## src/rtl/dequantizer_stream.sv

```systemverilog
// dequantizer_stream: widens signed quantised activations back into the
// accumulator domain as sat((in - zero_point) * scale << shift).
// Two-stage valid/ready pipeline with a runtime-loadable configuration.
module dequantizer_stream #(
    parameter int DATA_WIDTH = 8,
    parameter int ACC_WIDTH  = 32,
    parameter int SHIFT_W    = 5
) (
    input  logic                         clk,
    input  logic                         rst,
    input  logic                         cfg_we,
    input  logic signed [DATA_WIDTH-1:0] cfg_scale,
    input  logic signed [DATA_WIDTH-1:0] cfg_zero_point,
    input  logic        [SHIFT_W-1:0]    cfg_shift,
    input  logic                         in_valid,
    output logic                         in_ready,
    input  logic signed [DATA_WIDTH-1:0] in_data,
    output logic                         out_valid,
    input  logic                         out_ready,
    output logic signed [ACC_WIDTH-1:0]  out_data,
    output logic                         out_sat,
    output logic                         busy
);

    // Exact product width and the widest possible shifted value.
    localparam int PW = 2*DATA_WIDTH + 1;
    localparam int WW = ACC_WIDTH + 2**SHIFT_W;

    logic signed [DATA_WIDTH-1:0] scale_r;
    logic signed [DATA_WIDTH-1:0] zp_r;
    logic        [SHIFT_W-1:0]    shift_r;

    logic                         vld_p1;
    logic signed [PW-1:0]         prod_p1;
    logic                         vld_p2;

    logic                         accept;
    logic                         load_p2;
    logic                         cfg_load;

    logic signed [DATA_WIDTH:0]   diff_c;
    logic signed [PW-1:0]         diff_ext;
    logic signed [PW-1:0]         scale_ext;
    logic signed [PW-1:0]         prod_c;
    logic signed [WW-1:0]         wide_ext;
    logic signed [WW-1:0]         wide_c;
    logic signed [ACC_WIDTH-1:0]  res_c;
    logic                         sat_c;

    // Clamp a wide signed value into ACC_WIDTH; MSB of the result is the clamp flag.
    // The value fits exactly when every bit from the ACC_WIDTH sign bit upward agrees.
    function automatic logic [ACC_WIDTH:0] sat_acc(input logic signed [WW-1:0] w);
        logic [WW-ACC_WIDTH:0] hi;
        hi = w[WW-1:ACC_WIDTH-1];
        if ((&hi) || !(|hi))
            return {1'b0, w[ACC_WIDTH-1:0]};
        else if (w[WW-1])
            return {1'b1, 1'b1, {(ACC_WIDTH-1){1'b0}}};
        else
            return {1'b1, 1'b0, {(ACC_WIDTH-1){1'b1}}};
    endfunction

    assign busy      = vld_p1 | vld_p2;
    assign out_valid = vld_p2;
    assign in_ready  = !rst && !cfg_we && (!vld_p1 || !vld_p2 || out_ready);
    assign accept    = in_valid & in_ready;
    assign load_p2   = vld_p1 & (!vld_p2 | out_ready);
    // Config only changes between beats, so every beat sees one consistent set.
    assign cfg_load  = cfg_we & !busy & !accept;

    // Stage 1 arithmetic (exact widths) and stage 2 shift/saturate.
    always_comb begin
        diff_c    = {in_data[DATA_WIDTH-1], in_data} - {zp_r[DATA_WIDTH-1], zp_r};
        diff_ext  = {{(PW-DATA_WIDTH-1){diff_c[DATA_WIDTH]}}, diff_c};
        scale_ext = {{(PW-DATA_WIDTH){scale_r[DATA_WIDTH-1]}}, scale_r};
        prod_c    = diff_ext * scale_ext;
        wide_ext  = {{(WW-PW){prod_p1[PW-1]}}, prod_p1};
        wide_c    = wide_ext <<< shift_r;
        {sat_c, res_c} = sat_acc(wide_c);
    end

    // Configuration registers; reset restores the identity transform.
    always_ff @(posedge clk or posedge rst) begin
        if (rst) begin
            scale_r <= DATA_WIDTH'(1);
            zp_r    <= '0;
            shift_r <= '0;
        end else if (cfg_load) begin
            scale_r <= cfg_scale;
            zp_r    <= cfg_zero_point;
            shift_r <= cfg_shift;
        end
    end

    // ---- stage 1: offset and scale ----
    // Stage 1 valid: fills on accept, empties when its beat moves to stage 2.
    always_ff @(posedge clk or posedge rst) begin
        if (rst)
            vld_p1 <= 1'b0;
        else if (accept)
            vld_p1 <= 1'b1;
        else if (load_p2)
            vld_p1 <= 1'b0;
    end

    // Stage 1 product register, data only.
    always_ff @(posedge clk) begin
        if (accept)
            prod_p1 <= prod_c;
    end

    // ---- stage 2: shift, saturate, present ----
    // Stage 2 output register; holds steady while downstream stalls.
    always_ff @(posedge clk or posedge rst) begin
        if (rst) begin
            vld_p2   <= 1'b0;
            out_data <= '0;
            out_sat  <= 1'b0;
        end else if (load_p2) begin
            vld_p2   <= 1'b1;
            out_data <= res_c;
            out_sat  <= sat_c;
        end else if (out_ready) begin
            vld_p2   <= 1'b0;
        end
    end

endmodule

```

## config.mk

```make
export PLATFORM = sky130hd
export DESIGN_NAME = dequantizer_stream
export DESIGN_NICKNAME = d
export VERILOG_FILES = /design/src/rtl/dequantizer_stream.sv
export SDC_FILE = /design/constraint.sdc
export NUM_CORES = 1
export LEC_CHECK = 0
export CAP_MARGIN = 20
export CORE_UTILIZATION = 60
export DETAILED_ROUTE_END_ITERATION = 12
export DONT_BUFFER_PORTS = 1
export MAX_ROUTING_LAYER = met4
export PLACE_DENSITY_LB_ADDON = 0.08
export SLEW_MARGIN = 15
export SYNTH_ARGS = -nofsm -noshare
export SYNTH_HDL_FRONTEND = slang
export SYNTH_SLANG_ARGS = --single-unit
```

## constraint.sdc

```tcl
create_clock -name clk -period 10.5 [get_ports clk]
set_clock_uncertainty 0.1 [all_clocks]
set_input_delay 2.1 -clock clk [delete_from_list [all_inputs] [get_ports clk]]
set_output_delay 2.1 -clock clk [all_outputs]
set_load 0.02 [all_outputs]
```

==> results of run 1 <==
flip-flops by register name, summed over array words and instances (netlist names):
register	count
zp_r	8
prod_p1	17
out_valid	1
out_data	32
scale_r	8
out_sat	1
vld_p1	1
shift_r	5
area by class of cell:
cell class | instances | area, um^2 | share of cell area [%]
clock buffers | 9 | 225 | 2.93
clock inverters | 7 | 60.1 | 0.781
inverters | 108 | 405 | 5.27
multi-input cells | 574 | 4850 | 63.0
flip-flops and latches | 73 | 1910 | 24.9
well taps | 147 | 184 | 2.39
repair buffers | 8 | 60.1 | 0.781
worst paths after layout:
path	startpoint	end	cells past startpoint
worst max-delay path	in_data[1]	prod_p1[16]	24
worst min-delay path	shift_r[3]	shift_r[3]	1
worst max register to register	zp_r[1]	prod_p1[16]	25
worst min register to register	shift_r[3]	shift_r[3]	1
max in group asynchronous	rst	shift_r[0]	2
min in group asynchronous	rst	out_valid	2
cells by family (layout without fill, tap and decap cells):
group,Yosys count,after routing,share of synthesized area (%)
XOR/XNOR,24,24,2.85
adder cells (fa/ha/maj),101,101,23.3
buffers and inverters,153,132,8.35
AND/OR/NAND/NOR,236,236,14.9
flip-flops,73,73,26.0
AO/OA/AOI/OAI,159,159,14.2
multiplexers,54,54,10.5
metal layers:
metal	global-route usage (%)	vias to the layer above	share of wire, %
met5	-	-	0
met1	30.2	2737	40
met2	51.5	147	54
met4	9.78	0	2.4
met3	4.55	29	3.6
li1	-	2651	-
per-stage QoR:
stage	hold WS (ns)	std cells	util [%]	worst slack [ns]
final	0.408	926	64.1	2.28
after global routing	0.443	926	64.1	1.91
after CTS	0.410	926	64.1	2.29
after detailed placement	0.397	910	61.7	1.95
after global placement	0.392	910	61.7	2.07
after floorplan	0.379	800	-	2.36
worst reg2reg max path, stage by stage, from the launching register on:
cell      delay, ns
dfrtp_1        0.36
inv_1          0.10
ha_1           0.23
nor2b_1        0.12
o21ai_0        0.21
a21boi_0       0.15
o21ai_0        0.17
nand2b_1       0.10
a21o_1         0.18
a21oi_1        0.71
mux2_2         0.43
fa_1           0.48
fa_1           0.51
inv_1          0.05
fa_1           0.52
inv_1          0.05
fa_1           0.49
inv_1          0.05
ha_1           0.29
inv_1          0.07
o21ai_0        0.12
a21o_1         0.21
a31o_2         0.26
and4_1         0.22
o31a_1         0.31
xnor2_1        0.12
synth_stat cells, types with 3 or more instances:
master | count | share of area, %
a21oi_1 | 47 | 3.2
a211oi_1 | 11 | 1.1
o21ai_0 | 41 | 2.8
a31oi_1 | 3 | 0.25
nor2_1 | 51 | 2.6
o21a_1 | 3 | 0.31
mux2i_1 | 20 | 2.7
mux2_2 | 19 | 2.9
fa_1 | 60 | 16
mux4_2 | 10 | 3.1
a21o_1 | 8 | 0.81
and2_1 | 29 | 2.5
nand2_1 | 101 | 5.1
nor2b_1 | 19 | 1.6
buf_4 | 5 | 0.51
a31o_2 | 3 | 0.36
nand4_1 | 3 | 0.25
o311ai_1 | 7 | 0.83
xor2_1 | 5 | 0.59
mux4_1 | 5 | 1.8
xnor2_1 | 19 | 2.3
ha_1 | 41 | 7.0
a221oi_1 | 4 | 0.48
o21bai_1 | 5 | 0.51
nand2b_1 | 4 | 0.34
edfxtp_1 | 17 | 6.9
nand3_1 | 6 | 0.41
clkbuf_1 | 30 | 1.5
buf_2 | 6 | 0.41
inv_1 | 106 | 5.4
nor3_1 | 11 | 0.75
a221o_1 | 3 | 0.41
a22oi_1 | 4 | 0.41
dfrtp_1 | 55 | 19
==> reports/qor.txt, run 1 <==
status: complete, no violations
vias in the first global route: 5,564
# nets final: 909
Via density: 6.01
FF+latch count, synth: 73
drt pass-1 iters: 5
Critical Path AT: 8.20 ns
detailed-route via count: 5,564
Crit. End Element: flip-flop
CP Buf/Inv Count: 4
CP required: 10.49 ns
post-cts sizing count: 0
ys flop type: dfrtp_1
CTS buffer count: 9
DRT Wirelength: 16.4 mm
# fillers: 1,015
post-layout instance area: 0.00769 mm^2
num rows: 40
CP max FO: 8
Avg Cell Area, Syn: 9.21 um^2
detailed placement HPWL: 12.7 mm
register-to-register setup slack: 3.60 ns
Async SR Flop Fraction: 76.7%
largest net degree at the start of global routing: 66
CTS H-Tree Depth: 3
Clock Tree Root: clkbuf_16
Final period util: 78.2%
worst skew pair latency: 0.35 ns
min Tclk post-route: 8.22 ns
Die Y: 113 um
clk slew on worst S/H paths: 0.06 ns
cell family with most CP delay: adder cells
Post-Synthesis Cells: 800
final number of max-transition violations: 0
Fin. Hold Viols: 0
Worst path max stage delay: 0.71 ns
GPL Wtd Cong: 0.865
fraction of layout cells with a size suffix above 1: 8.60%
Antenna Cells: 0
Overall Global Routing Usage: 27.9%
setup TNS: 0 ns
first-pass GRT wire length: 26.8 mm
CTS Buffer Depth: 2
critical path class: in -> reg
startpoint type of the worst setup path: input pin
Max Fclk: 0.122 GHz
initial antenna violation count: 0
CP cell instances: ha_1 -> nor2b_1 -> o21ai_0 -> a21boi_0 -> o21ai_0 -> nand2b_1 -> a21o_1 -> a21oi_1 -> mux2_2 -> fa_1 -> fa_1 -> inv_1 -> fa_1 -> inv_1 -> fa_1 -> inv_1 -> ha_1 -> inv_1 -> o21ai_0 -> a21o_1 -> a31o_2 -> and4_1 -> o31a_1 -> xnor2_1
Synth-to-Final Area Change: 4.40%
number of synthesized flops with an enable pin: 17
Worst Tran Pin Value: 0.900 ns
post-placement cell area: 0.00741 mm^2
Netlist Area Pre-Place: 0.00737 mm^2
buffer count from post-CTS setup fixing: 0
I/O Pins: 70
slew margin rel.: 40.0%
Hold Buf Count CTS: 0
final setup vio count: 0
register area share after synthesis: 26.0%
Yosys warnings: 0
routed len/inst: 17.7 um
Iter 0 DRT Violations: 286
Hold Crit Class: reg -> reg
clock tree sinks: 73
Syn Nets: 935
core area: 0.0120 mm^2
RSZ-0062 raised after global routing: false
Netlist cell types: 60
DRC: 0
CTS tree: yes
Die X: 113 um
Initial Utilization: 61.4%
slowest CP cell: a21oi_1
port bufs: 0
grt total ovfl: 0
most common cell after layout, fill and taps aside: inv_1
Detail Route Antenna Nets: 0
area of the die: 0.0127 mm^2
commonest cells after routing, fill and taps aside: 105 x inv_1, 100 x nand2_1, 60 x fa_1, 55 x dfrtp_1, 50 x nor2_1
MaxCap Viol Count: 0
Power of run 1 is left out: the tool's default activity adds up to more than one toggle a clock period on the data nets, which glitch-free logic cannot reach.
==> run 2: changes to the inputs <==
==> constraint.sdc (replaced) <==
create_clock -name clk -period 6.6 [get_ports clk]
set_clock_uncertainty 0.1 [all_clocks]
set_input_delay 1.32 -clock clk [delete_from_list [all_inputs] [get_ports clk]]
set_output_delay 1.32 -clock clk [all_outputs]
set_load 0.02 [all_outputs]
==> run 2 against run 1 <==
Critical path depth down 1. Core utilization up 3.2 points. Cell count up 3.9%. Clock-buffer cell count unchanged. Sequential share of layout area down 1.2 points. Global-route usage up 0.19 points. Sequential cell count unchanged. Design area up 5.1%. Worst hold slack better by 0.0095 ns. Via count up 2.1%. Critical endpoint unchanged. Highest routed layer unchanged.
==> reports/qor.txt, run 2 (synthesis gave the netlist of run 1 again) <==
Worst Tran Pin Value: 1.03 ns (was 0.900 ns)
# nets final: 945 (was 909)
first-pass GRT wire length: 27.3 mm (was 26.8 mm)
Crit. End Element: flip-flop (unchanged)
Detail Route Antenna Nets: 0 (unchanged)
CTS H-Tree Depth: 3 (unchanged)
largest net degree at the start of global routing: 66 (unchanged)
clk slew on worst S/H paths: 0.06 ns (about the same)
cell family with most CP delay: adder cells (unchanged)
setup TNS: 0 ns (unchanged)
CP required: 6.59 ns (was 10.49 ns)
vias in the first global route: 5,801 (was 5,564)
CTS buffer count: 9 (unchanged)
Final period util: 96.8%
biggest regs: out_data: 32 flops, prod_p1: 17 flops (unchanged)
CP cell instances: inv_1 -> ha_2 -> inv_1 -> fa_2 -> a21o_1 -> a211oi_2 -> nor2_1 -> nor2_2 -> xnor2_2 -> nand2_1 -> fa_1 -> inv_1 -> fa_1 -> fa_1 -> inv_1 -> fa_1 -> inv_1 -> ha_1 -> a21o_1 -> a31o_2 -> and4_1 -> o31a_1 -> xnor2_1 (was ha_1 -> nor2b_1 -> o21ai_0 -> a21boi_0 -> o21ai_0 -> nand2b_1 -> a21o_1 -> a21oi_1 -> mux2_2 -> fa_1 -> fa_1 -> inv_1 -> fa_1 -> inv_1 -> fa_1 -> inv_1 -> ha_1 -> inv_1 -> o21ai_0 -> a21o_1 -> a31o_2 -> and4_1 -> o31a_1 -> xnor2_1)
path length in cells of the critical path: 23 (was 24)
max reg flops: 32 (unchanged)
routed len/inst: 17.3 um (was 17.7 um)
routed wl met3: 709 um (was 585 um)
Antenna Cells: 0 (unchanged)
Clock Tree Root: clkbuf_16 (unchanged)
final number of max-transition violations: 0 (unchanged)
Iter 0 DRT Violations: 354 (was 286)
Hold Buf Count CTS: 0 (unchanged)
Worst path max stage delay: 0.55 ns (was 0.71 ns)
critical path class: in -> reg (unchanged)
# fillers: 963 (was 1,015)
CP max FO: 5 (was 8)
Die Y: 113 um (unchanged)
Hold Crit Class: reg -> reg (unchanged)
min Tclk post-route: 6.39 ns
Via density: 5.90 (was 6.01)
clock tree sinks: 73 (unchanged)
port bufs: 0 (unchanged)
detailed placement HPWL: 13.1 mm (was 12.7 mm)
num rows: 40 (unchanged)
WHS Path Cells: 1 (unchanged)
Die X: 113 um (unchanged)
area of the die: 0.0127 mm^2 (unchanged)
Synth-to-Final Area Change: 9.68% (was 4.40%)
Max Fclk: 0.156 GHz
worst skew pair latency: 0.34 ns (was 0.35 ns)
WL met2: 8.96 mm (was 8.90 mm)
wl on met1: 6.61 mm (was 6.51 mm)
final setup vio count: 0 (unchanged)
grt total ovfl: 0 (unchanged)
core area: 0.0120 mm^2 (unchanged)
MaxCap Viol Count: 0 (unchanged)
I/O Pins: 70 (unchanged)
Overall Global Routing Usage: 28.1% (was 27.9%)
startpoint type of the worst setup path: input pin (unchanged)
CTS tree: yes (unchanged)
CP most frequent cell: inv_1
Top Metal Used: met4 (unchanged)
Reg with most FFs: out_data (unchanged)
most common cell after layout, fill and taps aside: inv_1 (unchanged)
commonest cells after routing, fill and taps aside: 103 x inv_1, 100 x nand2_1, 57 x fa_1, 55 x dfrtp_1, 49 x nor2_1 (was 105 x inv_1, 100 x nand2_1, 60 x fa_1, 55 x dfrtp_1, 50 x nor2_1)
fraction of layout cells with a size suffix above 1: 15.6% (was 8.60%)
slowest CP cell: fa_1 (was a21oi_1)
GPL Wtd Cong: 0.838 (was 0.865)
DRC: 0 (unchanged)
drt pass-1 iters: 5 (unchanged)
status: complete, no violations (unchanged)
CP Buf/Inv Count: 5 (was 4)
slew margin rel.: 31.1% (was 40.0%)
DRT Wirelength: 16.7 mm (was 16.4 mm)
detailed-route via count: 5,680 (was 5,564)
CTS Buffer Depth: 2 (unchanged)
Critical Path AT: 6.38 ns (was 8.20 ns)
initial antenna violation count: 0 (unchanged)
Fin. Hold Viols: 0 (unchanged)
cells on worst reg2reg path: 25 (unchanged)
Initial Utilization: 61.4% (unchanged)
==> run 2: cell types whose count changed in the layout (fill, tap and decap cells not counted), sizes merged <==
cell	change
buf	+36
clkinv	+1
inv	-1
==> run 2: cell type report <==
class	count	area, um^2	share of cell area, %
multi-input cells	574	4960	61.4
clock inverters	7	60.1	0.743
clock buffers	9	225	2.79
well taps	147	184	2.28
flip-flops and latches	73	1910	23.7
repair buffers	44	330	4.09
inverters	108	405	5.02
==> run 2: through the flow <==
step / hold WS [ns] / util [%] / worst slack (ns) / instance area (um^2) / cells
global route: 0.427 / 67.3 / -0.0315 / 8080 / 962
detailed placement: 0.404 / 64.3 / -0.306 / 7720 / 944
global placement: 0.392 / 64.3 / -0.135 / 7720 / 944
CTS: 0.420 / 66.8 / 0.0554 / 8020 / 960
finish: 0.418 / 67.3 / 0.209 / 8080 / 962
floorplan: 0.379 / - / 0.0108 / 7420 / 800
==> run 2: layer usage <==
layer / track usage (%) / vias to the layer above
met2: 51.7 / 145
met1: 30.7 / 2788
met3: 4.50 / 26
met4: 9.69 / 0
met5: - / -
li1: - / 2721
==> run 2: final timing paths <==
| path | slack [ns] | startpoint | to |
|---|---|---|---|
| setup / recovery | 0.21 | in_data[0] | prod_p1[16] |
| hold / removal | 0.42 | shift_r[3] | shift_r[3] |
| setup reg to reg | 0.80 | zp_r[1] | prod_p1[16] |
| hold reg to reg | 0.42 | shift_r[3] | shift_r[3] |
| max in group asynchronous | 4.96 | rst | out_data[23] |
| min in group asynchronous | 0.97 | rst | out_valid |
==> run 2: timing repair <==
item                       4_1_cts  5_1_grt
pin swaps                        3       10
resized for setup                4       15
setup endpoints to repair        1        4
gates cloned                     0        0
setup buffers                    0        2
==> run 2: worst reg2reg max path: cells and delay by family, from the launching register on <==
family                     cells  cell delay [ns]
adders and majority gates      6             2.44
AOI/OAI and AO/OA              9             1.42
and+or+nand+nor                3             0.44
DFF                            1             0.36
buffers and inverters          5             0.32
muxes                          1             0.32
xor gates and xnor gates       1             0.13
Power of run 2 is left out for the same reason.
==> run 3: changes to the inputs <==
--- a/config.mk
+++ b/config.mk
@@ -11,6 +11,7 @@
 export DONT_BUFFER_PORTS = 1
 export MAX_ROUTING_LAYER = met4
 export PLACE_DENSITY_LB_ADDON = 0.08
+export REMOVE_ABC_BUFFERS = 1
 export SLEW_MARGIN = 15
 export SYNTH_ARGS = -nofsm -noshare
 export SYNTH_HDL_FRONTEND = slang
==> run 3 against run 2 <==
Cell count up 2.9%. Largest cell class unchanged. Sequential share of layout area shrank 0.88 points. Die area stayed put.
==> reports/qor.txt, run 3 (synthesis gave the netlist of run 1 again) <==
routed len/inst: 17.4 um (was 17.3 um)
port bufs: 0 (unchanged)
Critical Path AT: 6.45 ns (was 6.38 ns)
Detail Route Antenna Nets: 0 (unchanged)
most common cell after layout, fill and taps aside: inv_1 (unchanged)
largest net degree at the start of global routing: 66 (unchanged)
CP most frequent cell: fa_1 (was inv_1)
GPL Wtd Cong: 0.893 (was 0.838)
Crit. End Element: flip-flop (unchanged)
slowest CP cell: fa_1 (unchanged)
Die Y: 113 um (unchanged)
Final period util: 97.9% (was 96.8%)
MaxCap Viol Count: 0 (unchanged)
cell family with most CP delay: adder cells (unchanged)
first-pass GRT wire length: 27.7 mm (was 27.3 mm)
DRC: 0 (unchanged)
final number of max-transition violations: 0 (unchanged)
setup TNS: 0 ns (unchanged)
commonest cells after routing, fill and taps aside: 101 x inv_1, 100 x nand2_1, 69 x buf_4, 55 x fa_1, 55 x dfrtp_1 (was 103 x inv_1, 100 x nand2_1, 57 x fa_1, 55 x dfrtp_1, 49 x nor2_1)
CTS buffer count: 9 (unchanged)
grt total ovfl: 0 (unchanged)
final setup vio count: 0 (unchanged)
Antenna Cells: 0 (unchanged)
CTS tree: yes (unchanged)
I/O Pins: 70 (unchanged)
area of the die: 0.0127 mm^2 (unchanged)
Initial Utilization: 61.4% (unchanged)
detailed placement HPWL: 13.0 mm (was 13.1 mm)
initial antenna violation count: 0 (unchanged)
Overall Global Routing Usage: 28.4% (was 28.1%)
clock tree sinks: 73 (unchanged)
max reg flops: 32 (unchanged)
Max Fclk: 0.155 GHz (was 0.156 GHz)
Die X: 113 um (unchanged)
fraction of layout cells with a size suffix above 1: 19.6% (was 15.6%)
drt pass-1 iters: 5 (unchanged)
vias in the first global route: 5,897 (was 5,801)
Clock Tree Root: clkbuf_16 (unchanged)
slew margin rel.: 45.7% (was 31.1%)
Worst path max stage delay: 0.49 ns (was 0.55 ns)
detailed-route via count: 5,839 (was 5,680)
biggest regs: out_data: 32 flops, prod_p1: 17 flops (unchanged)
core area: 0.0120 mm^2 (unchanged)
CTS H-Tree Depth: 3 (unchanged)
CP max FO: 2 (was 5)
worst setup slack after layout: 0.136 ns (was 0.209 ns)
min Tclk post-route: 6.46 ns (was 6.39 ns)
Worst Tran Pin Value: 0.808 ns (was 1.03 ns)
pre-CTS setup slack: -0.670 ns (was -0.306 ns)
critical path class: in -> reg (unchanged)
Iter 0 DRT Violations: 351 (was 354)
num rows: 40 (unchanged)
Via density: 5.90 (about the same)
register-to-register setup slack: 0.66 ns (was 0.80 ns)
worst skew pair latency: 0.35 ns (was 0.34 ns)
DRT Wirelength: 17.3 mm (was 16.7 mm)
status: complete, no violations (unchanged)
CP Buf/Inv Count: 5 (unchanged)
Reg with most FFs: out_data (unchanged)
Synth-to-Final Area Change: 13.9% (was 9.68%)
clk slew on worst S/H paths: 0.06 ns (about the same)
CTS Buffer Depth: 2 (unchanged)
CP required: 6.59 ns (about the same)
# nets final: 973 (was 945)
Hold Crit Class: reg -> reg (unchanged)
Fin. Hold Viols: 0 (unchanged)
startpoint type of the worst setup path: input pin (unchanged)
## run 3: changes by cell type in the layout (fill, tap and decap cells not counted), sizes merged
cell,previous run,this run
clkbuf,9,10
bufinv,0,1
inv,110,106
clkinv,4,6
buf,44,72
## run 3: per-layer routing
| layer | vias to the layer above | track usage, % | share of wire [%] |
|---|---|---|---|
| met5 | - | - | 0 |
| met3 | 39 | 3.91 | 3.1 |
| met2 | 139 | 51.3 | 54 |
| li1 | 2774 | - | - |
| met1 | 2887 | 31.0 | 40 |
| met4 | 0 | 13.2 | 2.9 |
## run 3: per-stage QoR
stage                     std cells  hold WS, ns  instance area, um^2  utilization [%]
after floorplan                 755        0.385                 7160                -
after global placement          957        0.394                 7770             64.7
after detailed placement        957        0.401                 7770             64.7
after CTS                       978        0.414                 8130             67.7
after global routing            990        0.429                 8390             69.9
final                           990        0.411                 8390             69.9
## run 3: final timing paths
kind,from,end,cells past startpoint
hold reg to reg,shift_r[0],shift_r[0],1
max in group asynchronous,rst,out_data[23],2
hold / removal,shift_r[0],shift_r[0],1
setup reg to reg,zp_r[1],prod_p1[16],26
min in group asynchronous,rst,out_valid,2
setup / recovery,in_data[1],prod_p1[16],25
## run 3: final cells by class
class                           instances  area [um^2]
Fill cell                             922         3620
Timing Repair Buffer                   72          561
Inverter                              108          405
Sequential cell                        73         1910
Clock buffer                           10          229
Clock inverter                          6         68.8
Tap cell                              147          184
Multi-Input combinational cell        574         5030
## run 3: worst register-to-register path: stages (launching register included)
cell	delay [ns]
dfrtp_1	0.36
inv_1	0.11
ha_1	0.25
nor2b_4	0.13
o21ai_2	0.16
a21boi_2	0.08
o21ai_1	0.13
nand2b_1	0.09
a21o_1	0.17
a21oi_2	0.18
buf_4	0.14
mux2_4	0.30
fa_1	0.48
fa_1	0.49
inv_1	0.05
fa_1	0.48
inv_1	0.05
fa_1	0.47
inv_1	0.06
ha_4	0.21
inv_2	0.06
o21ai_2	0.06
a21o_1	0.20
a31o_2	0.22
and4_1	0.19
o31a_1	0.31
xnor2_1	0.14
## run 3: repair_timing
action / 4_1_cts / 5_1_grt
resized for setup: 10 / 40
setup endpoints to repair: 4 / 4
setup buffers: 5 / 13
hold buffers: 0 / 0
pin swaps: 10 / 34
Power of run 3 is left out for the same reason.
